## src/rtl/rtl_reqack_pkg.sv

```systemverilog
// rtl_reqack_pkg: shared FSM encoding and helpers for the REQ/ACK arbiter.
// Imported by rtl_rrpick and rtl_reqack_arb.
package rtl_reqack_pkg;

    typedef logic [1:0] state_t;

    localparam state_t ST_IDLE = 2'd0;
    localparam state_t ST_ACK  = 2'd1;
    localparam state_t ST_WAIT = 2'd2;
    localparam state_t ST_OUT  = 2'd3;

    // Number of bits needed to index n entries (n >= 2).
    function automatic int clog2(input int n);
        int r;
        r = 0;
        while ((1 << r) < n) begin
            r = r + 1;
        end
        return r;
    endfunction

endpackage

```

## src/rtl/rtl_rrpick.sv

```systemverilog
// rtl_rrpick: combinational round-robin picker.
// Returns the first requester found scanning upward from rrptr, wrapping.
module rtl_rrpick
    import rtl_reqack_pkg::*;
#(
    parameter int NCH = 4,
    parameter int CHW = clog2(NCH)
) (
    input  logic [NCH-1:0] req,
    input  logic [CHW-1:0] rrptr,
    output logic [CHW-1:0] gnt,
    output logic           anyreq
);

    localparam logic [CHW:0] NCH_W = (CHW+1)'(NCH);

    // Scan farthest-first so the closest requester to rrptr wins last.
    always_comb begin
        logic [CHW:0]   sum;
        logic [CHW-1:0] idx;
        gnt    = '0;
        anyreq = 1'b0;
        sum    = '0;
        idx    = '0;
        for (int k = NCH - 1; k >= 0; k--) begin
            sum = {1'b0, rrptr} + (CHW+1)'(k);
            if (sum >= NCH_W) begin
                sum = sum - NCH_W;
            end
            idx = sum[CHW-1:0];
            if (req[idx]) begin
                gnt    = idx;
                anyreq = 1'b1;
            end
        end
    end

endmodule

```

## src/rtl/rtl_reqack_arb.sv

```systemverilog
// rtl_reqack_arb: round-robin consumer of NCH REQ/ACK FIFO channels.
// Build option RTL_REQACK_ARB_PRIO0_EN gives channel 0 strict priority.
module rtl_reqack_arb
    import rtl_reqack_pkg::*;
#(
    parameter int NCH   = 4,
    parameter int CHW   = clog2(NCH),
    parameter int WIDTH = 128,
    parameter int TMO   = 15
) (
    input  logic                 clk,
    input  logic                 rst,
    input  logic [NCH-1:0]       req,
    input  logic [NCH*WIDTH-1:0] reqinfo,
    output logic [NCH-1:0]       ack,
    input  logic [NCH-1:0]       vld,
    input  logic                 enable,
    output logic                 outvld,
    output logic [WIDTH-1:0]     outdat,
    output logic [CHW-1:0]       outch,
    input  logic                 outrdy,
    output logic                 busy,
    output logic                 tmoerr
);

    localparam logic [7:0]     TMO_M1 = 8'(TMO - 1);
    localparam logic [CHW-1:0] LAST   = CHW'(NCH - 1);

    state_t           state;
    state_t           state_d;
    logic [CHW-1:0]   rrptr;
    logic [CHW-1:0]   gnt;
    logic [CHW-1:0]   pick;
    logic [CHW-1:0]   sel;
    logic [CHW-1:0]   nxt;
    logic [NCH-1:0]   sel_oh;
    logic [7:0]       wdcnt;
    logic             anyreq;
    logic             vld_g;
    logic             wd_last;
    logic             keep;
    logic             take;
    logic             capture;
    logic             abort;
    logic             done;
    logic [WIDTH-1:0] info [NCH];

    for (genvar i = 0; i < NCH; i++) begin : g_info
        assign info[i] = reqinfo[i*WIDTH +: WIDTH];
    end

    rtl_rrpick #(
        .NCH    (NCH),
        .CHW    (CHW)
    ) u_pick (
        .req    (req),
        .rrptr  (rrptr),
        .gnt    (pick),
        .anyreq (anyreq)
    );

`ifdef RTL_REQACK_ARB_PRIO0_EN
    // Channel 0 bypasses the rotation and never moves the pointer.
    assign sel  = req[0] ? '0 : pick;
    assign keep = (gnt == '0);
`else
    assign sel  = pick;
    assign keep = 1'b0;
`endif

    assign sel_oh  = NCH'(1) << sel;
    assign vld_g   = vld[gnt];
    assign wd_last = (wdcnt >= TMO_M1);
    assign nxt     = (gnt == LAST) ? '0 : gnt + CHW'(1);
    assign busy    = (state != ST_IDLE);

    // State register.
    always_ff @(posedge clk) begin
        if (!rst) begin
            state <= ST_IDLE;
        end else begin
            state <= state_d;
        end
    end

    // Next-state decode from the per-state events.
    always_comb begin
        state_d = state;
        unique case (state)
            ST_IDLE: if (take) state_d = ST_ACK;
            ST_ACK:  state_d = capture ? ST_OUT : ST_WAIT;
            ST_WAIT: begin
                if (capture) begin
                    state_d = ST_OUT;
                end else if (abort) begin
                    state_d = ST_IDLE;
                end
            end
            ST_OUT:  if (done) state_d = ST_IDLE;
            default: state_d = ST_IDLE;
        endcase
    end

    // Per-state events that drive the registered datapath.
    always_comb begin
        take    = 1'b0;
        capture = 1'b0;
        abort   = 1'b0;
        done    = 1'b0;
        unique case (state)
            ST_IDLE: take = enable & anyreq;
            ST_ACK:  capture = vld_g;
            ST_WAIT: begin
                capture = vld_g;
                abort   = ~vld_g & wd_last;
            end
            ST_OUT:  done = outrdy;
            default: ;
        endcase
    end

    // Registered grant, ack pulse, capture, watchdog and pointer.
    always_ff @(posedge clk) begin
        if (!rst) begin
            gnt    <= '0;
            rrptr  <= '0;
            ack    <= '0;
            outvld <= 1'b0;
            outdat <= '0;
            outch  <= '0;
            tmoerr <= 1'b0;
            wdcnt  <= '0;
        end else begin
            ack    <= '0;
            tmoerr <= 1'b0;
            if (take) begin
                gnt <= sel;
                ack <= sel_oh;
            end
            if (capture) begin
                outdat <= info[gnt];
                outch  <= gnt;
                outvld <= 1'b1;
            end else if (done) begin
                outvld <= 1'b0;
            end
            if (state == ST_ACK) begin
                wdcnt <= 8'd1;
            end else if (state == ST_WAIT) begin
                wdcnt <= wdcnt + 8'd1;
            end else begin
                wdcnt <= '0;
            end
            if (abort) begin
                tmoerr <= 1'b1;
            end
            if ((done || abort) && !keep) begin
                rrptr <= nxt;
            end
        end
    end

endmodule

```

## config.mk

```make
export PLATFORM = sky130hd
export DESIGN_NAME = rtl_reqack_arb
export DESIGN_NICKNAME = d
export VERILOG_FILES = /design/src/rtl/rtl_reqack_pkg.sv /design/src/rtl/rtl_rrpick.sv /design/src/rtl/rtl_reqack_arb.sv
export SDC_FILE = /design/constraint.sdc
export NUM_CORES = 1
export LEC_CHECK = 0
export BUFFER_PORTS_ARGS = -buffer_cell sky130_fd_sc_hd__buf_2
export CORE_AREA = 2 2 257 259
export CTS_CLUSTER_SIZE = 20
export DETAILED_ROUTE_END_ITERATION = 12
export DIE_AREA = 0 0 259 261
export HOLD_SLACK_MARGIN = 0.02
export PLACE_DENSITY = 0.4
export SYNTH_ARGS = -nofsm -noshare
export SYNTH_HDL_FRONTEND = slang
export SYNTH_SLANG_ARGS = --single-unit
```

## constraint.sdc

```tcl
create_clock -name clk -period 2.2 [get_ports clk]
set_input_delay 0.33 -clock clk [delete_from_list [all_inputs] [get_ports clk]]
set_output_delay 0.33 -clock clk [all_outputs]
set_load 0.005 [all_outputs]
```

==> results by group <==
Floorplan
  – Area of the core: 65,000 um^2
  – Initial Util: 13.2%
  – Rows: 94
  – Boundary pin count: 661
  – Chip width: 259 um
  – Die area: 67,600 um^2
  – Die Height: 261 um

STA
  – Max Fclk: 0.495 GHz
  – Minimum clock period: 2.02 ns
  – Final hold vios: 0
  – Slew headroom: 73.7%
  – Pin slew with the least headroom to its limit: 0.391 ns
  – Setup violations, final: 0
  – Skew final: 0.0145 ns
  – RSZ-0062 raised after global routing: no
  – Setup_tns: 0 ns
  – Max Slew Vio Count: 0
  – Tcrit/Tclk final: 91.9%

Routing
  – Final ANT Viol Nets: 0
  – Vias post-DR: 9,220
  – First-pass DRT Iterations: 4
  – Wire per inst: 16.9 um
  – Drt via density: 3.89
  – Initial DRC count: 401
  – Post-Route WL: 39,900 um
  – Drt drc: 0

Worst setup path
  – Critical path endpoint category: register
  – Max stage delay on crit path: 0.41 ns
  – CP Depth: 8
  – Worst R2R Path Depth: 8
  – CP max FO: 15
  – Startpoint Class: register
  – Critical Path AT: 2.41 ns
  – Largest delay share family, worst path: buffers and inverters
  – Slowest CP cell: dfxtp_1
  – Setup CP Type: register to register
  – WP buf/inv: 3
  – Req. time, crit path: 2.59 ns
  – CP cell instances: inv_1 -> ha_1 -> nor2b_1 -> a22oi_4 -> buf_12 -> buf_4 -> nand2_1 -> a21oi_1

Placement
  – Final Wtd Congestion: 0.925
  – Post-DP HPWL: 33,600 um
  – Placed cell count: 2,333
  – DP Area: 13,100 um^2
  – Port Buf Inserts: 660

Yosys
  – Ys async rst share: 0%
  – Yosys top cell area share: 35.0%
  – Post-synth EDFFs: 0
  – Cell count after synthesis: 838
  – Top_reg_cell synth: dfxtp_1
  – Post-synth net total: 1,369
  – Largest cells by area after synthesis: dfxtp_1 35%, mux4_2 34%, nand2_1 12%
  – Post-Syn Area: 8570 um^2
  – Register area share after synthesis: 35.0%
  – Synth area leader: dfxtp_1
  – #FFs+latches synth: 150
  – Most common cell in the synthesized netlist: nand2_1
  – Synthesized area per cell: 10.2 um^2
  – Synth Warn #: 0
  – Unique masters post-synth: 45
  – Commonest cells in the synthesized netlist: 269 x nand2_1, 150 x dfxtp_1, 136 x a21oi_1

Outcome
  – Outcome: complete, no violations

CTS
  – H-tree depth: 4
  – Worst-skew pair later-pin latency: 0.47 ns
  – Post-CTS sizing: 0
  – Total CTS buffers: 17
  – Root buffer cell: clkbuf_16
  – CTS tree: yes
  – Post-CTS Setup Bufs: 0
  – Bufs on Longest Clock Path: 2
  – Worst-path clk slew: 0.06 ns
  – CTS hold repair buffers: 0
  – Clk sinks: 150

Flow run
  – Max cap viols: 0

Global route
  – Largest net degree at the start of global routing: 52
  – Global-route wire length before repair: 57,300 um
  – GR Util All Layers: 11.4%
  – Gr ovfl total: 0
  – Vias in the first global route: 9,392
  – Initial antenna violation count: 5

Pwr
  – Pwr/cell area: 797 nW/um^2
  – Pleak: 0.00592 uW
  – Max IR drop VDD: 0.000496 V

Cells and area
  – Share of cells above drive strength 1: 58.3%
  – Layout Nets: 2,021
  – Area delta synth->final: 60.2%
  – Cell Count, Final, Fillers Out: 2,369
  – Final instance area: 13,700 um^2

Hold path
  – HP Class: input pin to register
  – Hold path cells: 4
[final timing paths]
check	start	endpoint	slack [ns]
max	state[0]$_SDFFE_PN0P_	outdat[77]$_SDFFE_PN0P_	0.18
min	outrdy	outvld$_SDFFE_PN0P_	0.21
max reg2reg	state[0]$_SDFFE_PN0P_	outdat[77]$_SDFFE_PN0P_	0.18
min reg2reg	outdat[72]$_SDFFE_PN0P_	outdat[72]$_SDFFE_PN0P_	0.45
[state kept, by name, indices dropped and copies added, names as in the netlist]
| name | count |
|---|---|
| state | 2 |
| outdat | 128 |
| tmoerr | 1 |
| ack | 4 |
| rrptr | 2 |
| outvld | 1 |
| gnt | 2 |
| outch | 2 |
| wdcnt | 8 |
[placed cells by master, fill, tap and decap left out, types with 3 or more instances in the layout]
cell,netlist,routed
buf_2,46,660
nand2_1,269,269
dfxtp_1,150,148
a21oi_1,136,136
mux4_2,129,129
buf_4,4,31
clkbuf_16,0,18
buf_12,0,15
nor2_1,13,13
ha_1,7,7
xor2_1,5,5
clkinv_2,0,5
inv_1,4,4
nor2b_1,4,4
and2_1,4,4
nand2b_1,4,4
nand4_1,3,3
clkinvlp_4,0,3
[routing by layer]
layer  vias to the layer above  wire length, um  GRT usage (%)
li1                       4357                -              -
met1                      4485            16100           13.6
met2                       330            20200           19.2
met3                        42             2930           3.96
met4                         6              650           3.61
met5                         -               39              0
[final cells by class]
class | instances | area [um^2]
Inverter | 5 | 21.3
Tap cell | 864 | 1080
Timing Repair Buffer | 706 | 3840
Clock buffer | 20 | 468
Multi-Input combinational cell | 610 | 5200
Antenna cell | 2 | 5.00
Clock inverter | 12 | 101
Sequential cell | 150 | 3010
Fill cell | 7205 | 51300
[power breakdown]
part | internal, uW | switching (uW) | total [uW] | leakage, uW
combinational | 2110 | 2290 | 4410 | 0.00442
clock | 1640 | 1250 | 2890 | 0.000277
sequential | 3310 | 327 | 3640 | 0.00122
[kinds of logic (layout without fill, tap and decap cells)]
| kind of cell | count (synthesis) | after routing | synth area share (%) |
|---|---|---|---|
| multiplexers | 133 | 133 | 34.4 |
| flip-flops | 150 | 150 | 35.0 |
| XOR/XNOR | 6 | 6 | 0.613 |
| other | 0 | 2 | 0 |
| adder cells (fa/ha/maj) | 7 | 7 | 1.02 |
| AO/OA/AOI/OAI | 153 | 153 | 9.75 |
| buffers and inverters | 78 | 743 | 4.35 |
| AND/OR/NAND/NOR | 311 | 311 | 14.8 |
[per-stage QoR]
| stage | power, uW | hold WS [ns] | setup slack, ns | util, % |
|---|---|---|---|---|
| 4_1_cts | 11200 | 0.134 | 0.161 | 21.1 |
| 5_1_grt | 11800 | 0.209 | 0.00458 | 21.1 |
| 3_5_place_dp | 8210 | 0.440 | 0.171 | 20.2 |
| 6_report | 10900 | 0.205 | 0.179 | 21.1 |
| 2_1_floorplan | 6020 | 0.448 | 0.405 | - |
| 3_3_place_gp | 8160 | 0.436 | 0.217 | 20.2 |
[worst reg2reg max path, stage by stage (launching register included)]
cell	delay (ns)
dfxtp_1	0.41
inv_1	0.09
ha_1	0.32
nor2b_1	0.19
a22oi_4	0.29
buf_12	0.22
buf_4	0.23
nand2_1	0.08
a21oi_1	0.12
(Power assumes the default switching activity.)
